==> config.mk <==
export PLATFORM = sky130hd
export DESIGN_NAME = i2c_target_regfile
export DESIGN_NICKNAME = d
export VERILOG_FILES = /design/src/rtl/i2c_pkg.sv /design/src/rtl/i2c_line_sync.sv /design/src/rtl/i2c_target_regfile.sv
export SDC_FILE = /design/constraint.sdc
export NUM_CORES = 1
export LEC_CHECK = 0
export CORE_ASPECT_RATIO = 0.8
export CORE_UTILIZATION = 28
export CTS_CLUSTER_DIAMETER = 200
export DETAILED_ROUTE_END_ITERATION = 8
export PLACE_DENSITY = 0.54
export REMOVE_ABC_BUFFERS = 1
export SETUP_SLACK_MARGIN = 0.3
export SLEW_MARGIN = 0
export SYNTH_ARGS = -nofsm -noshare
export SYNTH_HDL_FRONTEND = slang
export SYNTH_SLANG_ARGS = --single-unit
==> constraint.sdc <==
create_clock -name clk -period 3.08 [get_ports clk]
set_clock_uncertainty 0.2 [all_clocks]
set_input_delay 0.462 -clock clk [delete_from_list [all_inputs] [get_ports clk]]
set_output_delay 0.462 -clock clk [all_outputs]
set_load 0.005 [all_outputs]
==> src/rtl/i2c_pkg.sv <==
// Shared I2C definitions: target FSM state encoding, ACK/NACK bit levels, default target address.
// Also pulled in by i2c_master benches so both ends agree on the address.
package i2c_pkg;

    typedef enum logic [3:0] {
        ST_IDLE,
        ST_ADDR,
        ST_ADDR_ACK,
        ST_PTR,
        ST_PTR_ACK,
        ST_WDATA,
        ST_WDATA_ACK,
        ST_RDATA,
        ST_RDATA_ACK
    } i2c_state_t;

    localparam logic       I2C_ACK          = 1'b0;
    localparam logic       I2C_NACK         = 1'b1;
    localparam logic [6:0] I2C_DEFAULT_ADDR = 7'h55;

    function automatic logic addr_match(input logic [7:0] addr_byte, input logic [6:0] own_addr);
        return addr_byte[7:1] == own_addr;
    endfunction

endpackage

==> src/rtl/i2c_line_sync.sv <==
// SCL/SDA synchronisers and bus event detection; events are valid 2 clk after a pin change.
// Pure observer of the bus, so it has no flow control.
module i2c_line_sync (
    input  logic clk,
    input  logic rst_n,
    input  logic scl_in,
    input  logic sda_in,
    output logic scl_rise,
    output logic scl_fall,
    output logic start_det,
    output logic stop_det,
    output logic sda_s
);

    logic [1:0] scl_sync_q;
    logic [1:0] sda_sync_q;
    logic       scl_prev_q;
    logic       sda_prev_q;
    logic       scl_s;

    // Reset to the idle-bus level so releasing reset never fakes an edge while SCL is high.
    always_ff @(posedge clk or negedge rst_n) begin
        if (!rst_n) begin
            scl_sync_q <= 2'b11;
            sda_sync_q <= 2'b11;
            scl_prev_q <= 1'b1;
            sda_prev_q <= 1'b1;
        end else begin
            scl_sync_q <= {scl_sync_q[0], scl_in};
            sda_sync_q <= {sda_sync_q[0], sda_in};
            scl_prev_q <= scl_sync_q[1];
            sda_prev_q <= sda_sync_q[1];
        end
    end

    assign scl_s     = scl_sync_q[1];
    assign sda_s     = sda_sync_q[1];
    assign scl_rise  = scl_s & ~scl_prev_q;
    assign scl_fall  = ~scl_s & scl_prev_q;
    assign start_det = scl_s & scl_prev_q & sda_prev_q & ~sda_s;
    assign stop_det  = scl_s & scl_prev_q & ~sda_prev_q & sda_s;

endmodule

==> src/rtl/i2c_target_regfile.sv <==
// I2C target with an auto-incrementing byte register file and a local side port.
// Pin-to-action latency 3 clk; never stretches SCL, so the controller sets the pace.
module i2c_target_regfile
    import i2c_pkg::*;
#(
    parameter logic [6:0] ADDR       = I2C_DEFAULT_ADDR,
    parameter int         DEPTH_LOG2 = 4
) (
    input  logic                  clk,
    input  logic                  reset,
    input  logic                  scl_in,
    input  logic                  sda_in,
    output logic                  sda_oe,
    input  logic                  loc_we,
    input  logic [DEPTH_LOG2-1:0] loc_addr,
    input  logic [7:0]            loc_wdata,
    output logic [7:0]            loc_rdata,
    output logic                  wr_strobe,
    output logic [DEPTH_LOG2-1:0] wr_addr,
    output logic [7:0]            wr_data,
    output logic                  busy
);

    localparam int DEPTH = 1 << DEPTH_LOG2;

    logic scl_rise;
    logic scl_fall;
    logic start_det;
    logic stop_det;
    logic sda_s;

    i2c_line_sync u_line_sync (
        .clk       (clk),
        .rst_n     (reset),
        .scl_in    (scl_in),
        .sda_in    (sda_in),
        .scl_rise  (scl_rise),
        .scl_fall  (scl_fall),
        .start_det (start_det),
        .stop_det  (stop_det),
        .sda_s     (sda_s)
    );

    i2c_state_t            state_q;
    logic [2:0]            bit_cnt_q;
    logic [7:0]            shift_q;
    logic [DEPTH_LOG2-1:0] ptr_q;
    logic                  ack_phase_q;
    logic                  rw_q;
    logic [7:0]            regs_q [DEPTH];

    logic [7:0] shift_d;
    logic       last_bit;
    logic       bus_we;

    assign shift_d  = {shift_q[6:0], sda_s};
    assign last_bit = (bit_cnt_q == 3'd7);
    assign bus_we   = (state_q == ST_WDATA) && scl_rise && last_bit && !start_det && !stop_det;

    always_ff @(posedge clk or negedge reset) begin
        if (!reset) begin
            state_q     <= ST_IDLE;
            bit_cnt_q   <= '0;
            shift_q     <= '0;
            ptr_q       <= '0;
            ack_phase_q <= 1'b0;
            rw_q        <= 1'b0;
            sda_oe      <= 1'b0;
            busy        <= 1'b0;
            wr_strobe   <= 1'b0;
            wr_addr     <= '0;
            wr_data     <= '0;
        end else begin
            wr_strobe <= 1'b0;
            if (stop_det) begin
                state_q     <= ST_IDLE;
                sda_oe      <= 1'b0;
                busy        <= 1'b0;
                ack_phase_q <= 1'b0;
            end else if (start_det) begin
                // Also the repeated-START path: abandon whatever byte was in flight.
                state_q     <= ST_ADDR;
                bit_cnt_q   <= '0;
                sda_oe      <= 1'b0;
                ack_phase_q <= 1'b0;
            end else begin
                case (state_q)
                    ST_ADDR: begin
                        if (scl_rise) begin
                            shift_q   <= shift_d;
                            bit_cnt_q <= bit_cnt_q + 3'd1;
                            if (last_bit) begin
                                if (addr_match(shift_d, ADDR)) begin
                                    state_q <= ST_ADDR_ACK;
                                    rw_q    <= shift_d[0];
                                    busy    <= 1'b1;
                                end else begin
                                    state_q <= ST_IDLE;
                                    busy    <= 1'b0;
                                end
                            end
                        end
                    end
                    ST_PTR: begin
                        if (scl_rise) begin
                            shift_q   <= shift_d;
                            bit_cnt_q <= bit_cnt_q + 3'd1;
                            if (last_bit) begin
                                ptr_q   <= shift_d[DEPTH_LOG2-1:0];
                                state_q <= ST_PTR_ACK;
                            end
                        end
                    end
                    ST_WDATA: begin
                        if (scl_rise) begin
                            shift_q   <= shift_d;
                            bit_cnt_q <= bit_cnt_q + 3'd1;
                            if (last_bit) begin
                                wr_strobe <= 1'b1;
                                wr_addr   <= ptr_q;
                                wr_data   <= shift_d;
                                state_q   <= ST_WDATA_ACK;
                            end
                        end
                    end
                    ST_ADDR_ACK, ST_PTR_ACK, ST_WDATA_ACK: begin
                        // First fall ends bit 8 and starts the ACK; second fall ends the ACK.
                        if (scl_fall) begin
                            if (!ack_phase_q) begin
                                sda_oe      <= ~I2C_ACK;
                                ack_phase_q <= 1'b1;
                            end else begin
                                ack_phase_q <= 1'b0;
                                bit_cnt_q   <= '0;
                                sda_oe      <= 1'b0;
                                if (state_q == ST_ADDR_ACK) begin
                                    if (rw_q) begin
                                        state_q <= ST_RDATA;
                                        shift_q <= regs_q[ptr_q];
                                        sda_oe  <= ~regs_q[ptr_q][7];
                                    end else begin
                                        state_q <= ST_PTR;
                                    end
                                end else begin
                                    state_q <= ST_WDATA;
                                    if (state_q == ST_WDATA_ACK) begin
                                        ptr_q <= ptr_q + DEPTH_LOG2'(1);
                                    end
                                end
                            end
                        end
                    end
                    ST_RDATA: begin
                        if (scl_fall) begin
                            if (last_bit) begin
                                sda_oe    <= 1'b0;
                                bit_cnt_q <= '0;
                                state_q   <= ST_RDATA_ACK;
                            end else begin
                                sda_oe    <= ~shift_q[6];
                                shift_q   <= {shift_q[6:0], 1'b0};
                                bit_cnt_q <= bit_cnt_q + 3'd1;
                            end
                        end
                    end
                    ST_RDATA_ACK: begin
                        if (scl_rise) begin
                            ptr_q <= ptr_q + DEPTH_LOG2'(1);
                            if (sda_s == I2C_NACK) begin
                                state_q <= ST_IDLE;
                                busy    <= 1'b0;
                            end else begin
                                ack_phase_q <= 1'b1;
                            end
                        end else if (scl_fall && ack_phase_q) begin
                            // ptr_q already advanced on the ACK rise, so this fetches the next byte.
                            ack_phase_q <= 1'b0;
                            bit_cnt_q   <= '0;
                            state_q     <= ST_RDATA;
                            shift_q     <= regs_q[ptr_q];
                            sda_oe      <= ~regs_q[ptr_q][7];
                        end
                    end
                    default: begin
                        state_q <= ST_IDLE;
                    end
                endcase
            end
        end
    end

    // Bus commit is applied after the local write so it wins a same-address collision.
    always_ff @(posedge clk or negedge reset) begin
        if (!reset) begin
            for (int i = 0; i < DEPTH; i++) begin
                regs_q[i] <= '0;
            end
        end else begin
            if (loc_we) begin
                regs_q[loc_addr] <= loc_wdata;
            end
            if (bus_we) begin
                regs_q[ptr_q] <= shift_d;
            end
        end
    end

    assign loc_rdata = regs_q[loc_addr];

endmodule

==> results.md, run 1 <==
- Distinct cells, synth: 65
- Worst setup path end: loc_rdata[2]
- CP max stage cell: mux4_2
- Cell internal pwr: 0.004592 W
- Max IR drop VDD: 0.3197 mV
- Post-Syn Instances: 1033
- WP depth: 3
- R2r setup slk: 470 ps
- CP endpoint kind: primary output
- Fraction of the mapped netlist area in compound gates: 0.1273
- Antenna Cells: 0
- Global Route Usage Sum: 0.1825
- Die Span Y: 175.3 µm
- Switching power: 0.002431 W
- Mux contribution to synthesized area: 0.2908
- Largest net degree at the start of global routing: 59
- Clk network pwr share: 0.318
- Crit Path Category: flip-flop to primary output
- Clock buffer depth: 2
- Largest family of logic cells by synthesized area: multiplexers
- Vias in the first global route: 7827
- Reg2reg end: shift_q[0]
- Synth area leaders: dfrtp_1 39%, mux2i_1 18%, mux4_2 9.0%
- Num CTS Buffers: 17
- Initial Util: 0.2839
- Critical Path Most Common Cell: mux4_2
- Root Buffer: clkbuf_16
- Final wirelength: 34300 µm
- Setup repair after global routing missed its margin: no
- Global-route wire length before repair: 52630 µm
- Max-cap violations: 0
- H-tree Lvls: 4
- CTS tree: yes
- Final Instance Count excl. Fillers: 1572
- Die Wd: 218.7 µm
- Layout cells sized above 1: 0.1917
- Leak: 4.742 nW
- Outcome: complete, no violations
- Min Tclk post-route: 2734 ps
- DR WL/cell: 21.82 µm
- Post-synth EDFFs: 0
- CP max stage delay: 500 ps
- CTS Sinks: 169
- Final period util: 0.8877
- Fin. Hold Viols: 0
- Post-layout instance area: 12390 µm²
- DR iter-0 viols: 1010
- Critical path, cell by cell: mux4_2, mux4_2, clkdlybuf4s15_1
- Sw Share: 0.3462
- Top_reg_cell synth: dfrtp_1
- Syn avg cell area: 10.18 µm²
- Most frequent cells after synthesis: 193 x mux2i_1, 163 x dfrtp_1, 156 x nand2_1
- Critical Path Start Type: flip-flop
- PwrDens: 566.7 nW/µm²
- CP Max Fanout: 3
- IO Port Bufs: 39
- Synth Warn #: 0
- Cell family with most CP delay: multiplexers
- Post-synthesis simple-gate area fraction: 0.1259
- Ys async rst share: 1.000
- GPL Wtd Cong: 0.8650
- Pins Over Slew Limit: 0
- Adder-Cell Fraction of Synth Area: 0.007139
- Via count: 8508
- Routed Antenna Nets: 0
- Worst EP required: 2420 ps
- Std-Cell Rows: 63
- GRT Residual Overflow: 0
- Detailed placement HPWL: 24280 µm
- Worst R2R Start: state_q[2]
- Top-area cell type share of the netlist area: 0.3879
- Hold_ws: 159.0 ps
- Post-synth top area cell: dfrtp_1
- Max_slew headroom: 0.4583
- Clock Latency Late Sink: 440 ps
- DP Area: 11690 µm²
- R2r worst-path depth: 7
- I/O Pins: 40
- Die area: 38340 µm²
- Tightest Pin Transition: 810.1 ps
- Setup TNS: 0 ps
- Vias/cell: 5.412
- Max Fclk: 0.3658 GHz
- Hold Path Class: flip-flop to flip-flop
- Mapped Area: 10520 µm²
- Antenna violations before repair: 0
- Arr. time, crit path: 2070 ps
- Area delta synth->final: 17.85%
- Placed instance count: 1524
- Buffers and inverters on the worst path: 1
- FILL cells: 3744
- Setup-failing EPs final: 0
- Power share of the combinational group: 0.227
- Worst setup startpoint: regs_q[10]
- DRT Pass-1 Iters: 7
- Top-count cell post-synth: mux2i_1
- Layout Utilization: 0.3345
- DRC: 0
- Register area share after synthesis: 0.4029
- Seq cells post-synth: 169
- Register share of total power: 0.454
- Fin nets: 1095
- CORE AREA: 37050 µm²
- XOR/XNOR Fraction of Synth Area: 0.0008328
- CTS clk-pin slew, worst paths: 80 ps
## layout by cell type, fill, tap and decap left out, types with 4 or more instances in the layout
master	n
a21boi_0	5
a21oi_1	8
a221oi_1	9
a22o_1	6
a22oi_1	19
a2bb2oi_1	6
and3_1	17
buf_12	7
buf_4	79
clkbuf_16	17
clkdlybuf4s50_1	28
dfrtp_1	159
dfstp_2	6
ha_1	6
inv_1	8
inv_6	4
mux2_2	16
mux2i_1	193
mux4_2	42
nand2_1	156
nand2b_1	7
nand3_1	14
nand3b_1	5
nand4_1	7
nor2_1	19
nor2b_1	6
nor3_1	7
nor3_2	5
o21ai_0	144
or3_1	4
## routing by layer
| layer | GRT usage | part of all wire | up-vias |
|---|---|---|---|
| met1 | 0.2903 | 0.50 | 4304 |
| met2 | 0.2515 | 0.42 | 334 |
| li1 | - | - | 3845 |
| met4 | 0.03530 | 0.0099 | 0 |
| met3 | 0.03411 | 0.074 | 25 |
| met5 | 0 | 0 | - |
## worst register-to-register path: cells and delay by family (launching register included)
family / cells / cell delay, ps
buffers and inverters: 2 / 480
DFF: 1 / 480
AOI/OAI and AO/OA: 2 / 490
muxes: 1 / 230
and+or+nand+nor: 2 / 670
## stage by stage
stage | setup slack (ps) | total power (W)
floorplan | -454.8 | 0.003891
global placement | 62.28 | 0.004679
detailed placement | 33.46 | 0.004701
CTS | 289.3 | 0.007022
global route | 304.4 | 0.007326
finish | 345.9 | 0.007024
## sequential cells by signal (all words and copies together), names as in the netlist, 2 cells and up
register and cells:
bit_cnt_q 3, ptr_q 4, regs_q 128, shift_q 7, state_q 4, u_line_sync.scl_sync_q 2, u_line_sync.sda_sync_q 2, wr_addr 4
wr_data 8
## kinds of logic after synthesis
kind of cell               count (synthesis)
xor gates and xnor gates                   1
DFF                                      169
AOI/OAI and AO/OA                        221
and+or+nand+nor                          271
muxes                                    251
adders and majority gates                  6
buffers and inverters                    114
## how the worst min path moves through the flow
| stage | start | cells past startpoint | endpoint | slack, ps |
|---|---|---|---|---|
| final | u_line_sync.sda_sync_q[0] | 0 | u_line_sync.sda_sync_q[1] | 160 |
| after global routing | u_line_sync.scl_sync_q[0] | 0 | u_line_sync.scl_sync_q[1] | 160 |
| after CTS | u_line_sync.sda_sync_q[0] | 0 | u_line_sync.sda_sync_q[1] | 160 |
| after detailed placement | u_line_sync.scl_sync_q[0] | 0 | u_line_sync.scl_sync_q[1] | 150 |
| after global placement | u_line_sync.sda_sync_q[0] | 0 | u_line_sync.sda_sync_q[1] | 150 |
| after floorplan | reset | 0 | ack_phase_q | -30 |
## what timing repair did
action                                  4_1_cts  5_1_grt
buffers inserted                             15        0
gates resized for setup                      20        9
hold buffers                                  1        0
hold endpoints to repair                     52        0
endpoints found under the setup margin        8       10
## power by group through the flow
| stage | clock network [W] | logic [W] | registers (W) |
|---|---|---|---|
| finish | 0.00224 | 0.00159 | 0.00319 |
| CTS | 0.00228 | 0.00160 | 0.00314 |
| floorplan | 0 | 0.000872 | 0.00302 |
| global route | 0.00236 | 0.00176 | 0.00321 |
| global placement | 0 | 0.00147 | 0.00321 |
| detailed placement | 0 | 0.00152 | 0.00319 |
## layout make-up
cell class,count,area [µm²],share of cell area
clock buffers,18,429.2,0.03463
clock inverters,14,158.9,0.01282
inverters,8,30.03,0.002423
multi-input cells,750,5816,0.4693
flip-flops and latches,169,4244,0.3425
well taps,487,609.3,0.04917
repair buffers,126,1106,0.08925
(Power assumes the default switching activity.)
==> run 2, diff against run 1 <==
Settings changed: PLACE_DENSITY 0.54 to default.
==> results.md, run 2 (synthesis results as in run 1) <==
- Via count: 8349
- Pwr Total: 0.007039 W
- Post-layout instance area: 12290 µm²
- Global Route Usage Sum: 0.1762
- DR iter-0 viols: 954
- Register Area: 4240 µm²
- Most frequent cells in the layout: 193 x mux2i_1, 162 x dfrtp_1, 156 x nand2_1, 144 x o21ai_0, 65 x buf_4
- Layout cells sized above 1: 0.1794
- Setup repair after global routing missed its margin: no
- Die Wd: 218.7 µm
- Largest regs: regs_q (128), wr_data (8), shift_q (7)
- DR WL/cell: 21.16 µm
- CP Max Fanout: 3
- Pins Over Slew Limit: 0
- Final wirelength: 32970 µm
- Met2 Use GR: 0.2463
- CP endpoint kind: primary output
- Worst Hold Launch: u_line_sync.sda_sync_q[0]
- Min Tclk post-route: 2722 ps
- FILL cells: 3711
- Leak: 4.684 nW
- Vias/cell: 5.359
- Routed Antenna Nets: 0
- Worst R2R Start: state_q[0]
- CP max stage cell: mux4_2
- Hold_ws: 158.8 ps
- Tightest Pin Transition: 808.3 ps
- GR Util met1: 0.2679
- Vias in the first global route: 8141
- H-tree Lvls: 4
- Hold depth: 0
- CP max stage delay: 500 ps
- PwrDens: 572.9 nW/µm²
- Area of the multi-input gates: 5818 µm²
- Max Fclk: 0.3673 GHz
- Biggest register: regs_q
- Max IR drop VDD: 0.4185 mV
- CTS tree: yes
- CTS Sinks: 169
- Fin. Hold Viols: 0
- Critical Path Most Common Cell: mux4_2
- Critical Path Start Type: flip-flop
- Initial Util: 0.2839
- R2r worst-path depth: 6
- Setup TNS: 0 ps
- Die Span Y: 175.3 µm
- Commonest non-fill, non-tap cell in the layout: mux2i_1
- DRC: 0
- Max-cap violations: 0
- Crit Path Category: flip-flop to primary output
- Met3 Resource Use GR: 0.04346
- Final period util: 0.8839
- Final Instance Count excl. Fillers: 1558
- CTS clk-pin slew, worst paths: 70 ps
- Fin nets: 1080
- Clock Latency Late Sink: 440 ps
- GRT busiest layer: met1
- Detailed placement HPWL: 23470 µm
- Antenna violations before repair: 1
- Worst setup startpoint: regs_q[18]
- Setup-failing EPs final: 0
- Max_slew headroom: 0.4595
- Root Buffer: clkbuf_16
- CORE AREA: 37050 µm²
- Placed instance count: 1514
- DP Area: 11600 µm²
- DRT Pass-1 Iters: 5
- Std-Cell Rows: 63
- Hold Path Class: flip-flop to flip-flop
- Largest net degree at the start of global routing: 68
- GRT Residual Overflow: 0
- Global-route wire length before repair: 51680 µm
- Max reg flops: 128
- Clock buffer depth: 2
- IO Port Bufs: 39
- Critical path, cell by cell: mux4_2, mux4_2, clkdlybuf4s15_1
- Outcome: complete, no violations
- Die area: 38340 µm²
- I/O Pins: 40
- Area delta synth->final: 16.85%
- Worst EP required: 2420 ps
- GPL Wtd Cong: 0.8809
- Arr. time, crit path: 2060 ps
- Num CTS Buffers: 17
==> run 2: cell count changes in the layout (fill, tap and decap cells not counted), moves of 2 or more <==
| cell | change |
|---|---|
| buf_2 | -2 |
| dfrtp_1 | +3 |
| and3_2 | +2 |
| clkinv_8 | -2 |
| clkbuf_2 | +2 |
| buf_4 | -14 |
| clkbuf_8 | +2 |
| and3_1 | -2 |
| clkinv_4 | +2 |
| clkinvlp_4 | -2 |
| dfrtp_2 | -3 |
==> run 2: layout make-up <==
type                    instances  share of cell area
clock buffers                  20             0.03717
multi-input cells             750              0.4735
repair buffers                111             0.07952
diodes                          1           0.0002036
flip-flops and latches        169              0.3451
well taps                     487             0.04959
clock inverters                12             0.01252
inverters                       8            0.002444
==> run 2: final timing paths <==
kind	to	slack [ps]
max reg2reg	bit_cnt_q[1]	460
min reg2reg	u_line_sync.sda_sync_q[1]	160
max in group asynchronous	u_line_sync.scl_sync_q[1]	1460
min in group asynchronous	regs_q[111]	440
min	u_line_sync.sda_sync_q[1]	160
max	loc_rdata[2]	360
==> run 2: routing by layer <==
layer | up-vias | wire (µm)
met1 | 4140 | 15870
met2 | 352 | 13950
met3 | 39 | 2652
met4 | 2 | 491
li1 | 3816 | -
met5 | - | 8
==> run 2: stage by stage <==
stage,setup slack [ps],utilization
floorplan,-454.8,-
global placement,110.0,0.3132
detailed placement,92.21,0.3132
CTS,249.6,0.3319
global route,304.9,0.3316
finish,357.6,0.3317
==> run 2: report_power, final <==
| group | internal [W] | total [W] | switching, W |
|---|---|---|---|
| logic | 0.000761 | 0.00157 | 0.000810 |
| clock network | 0.00127 | 0.00231 | 0.00104 |
| registers | 0.00266 | 0.00316 | 0.000505 |
==> run 2: worst max-delay path, delay by kind of cell, from the launching register on <==
family,cells,cell delay (ps)
buf+inv,1,220
flops,1,440
mux,2,970
==> run 2: what timing repair did <==
item | CTS | global route
hold buffers | 1 | 0
resized for setup | 14 | 11
buffers inserted | 10 | 0
setup endpoints to repair | 8 | 23
endpoints found under the hold margin | 62 | 0
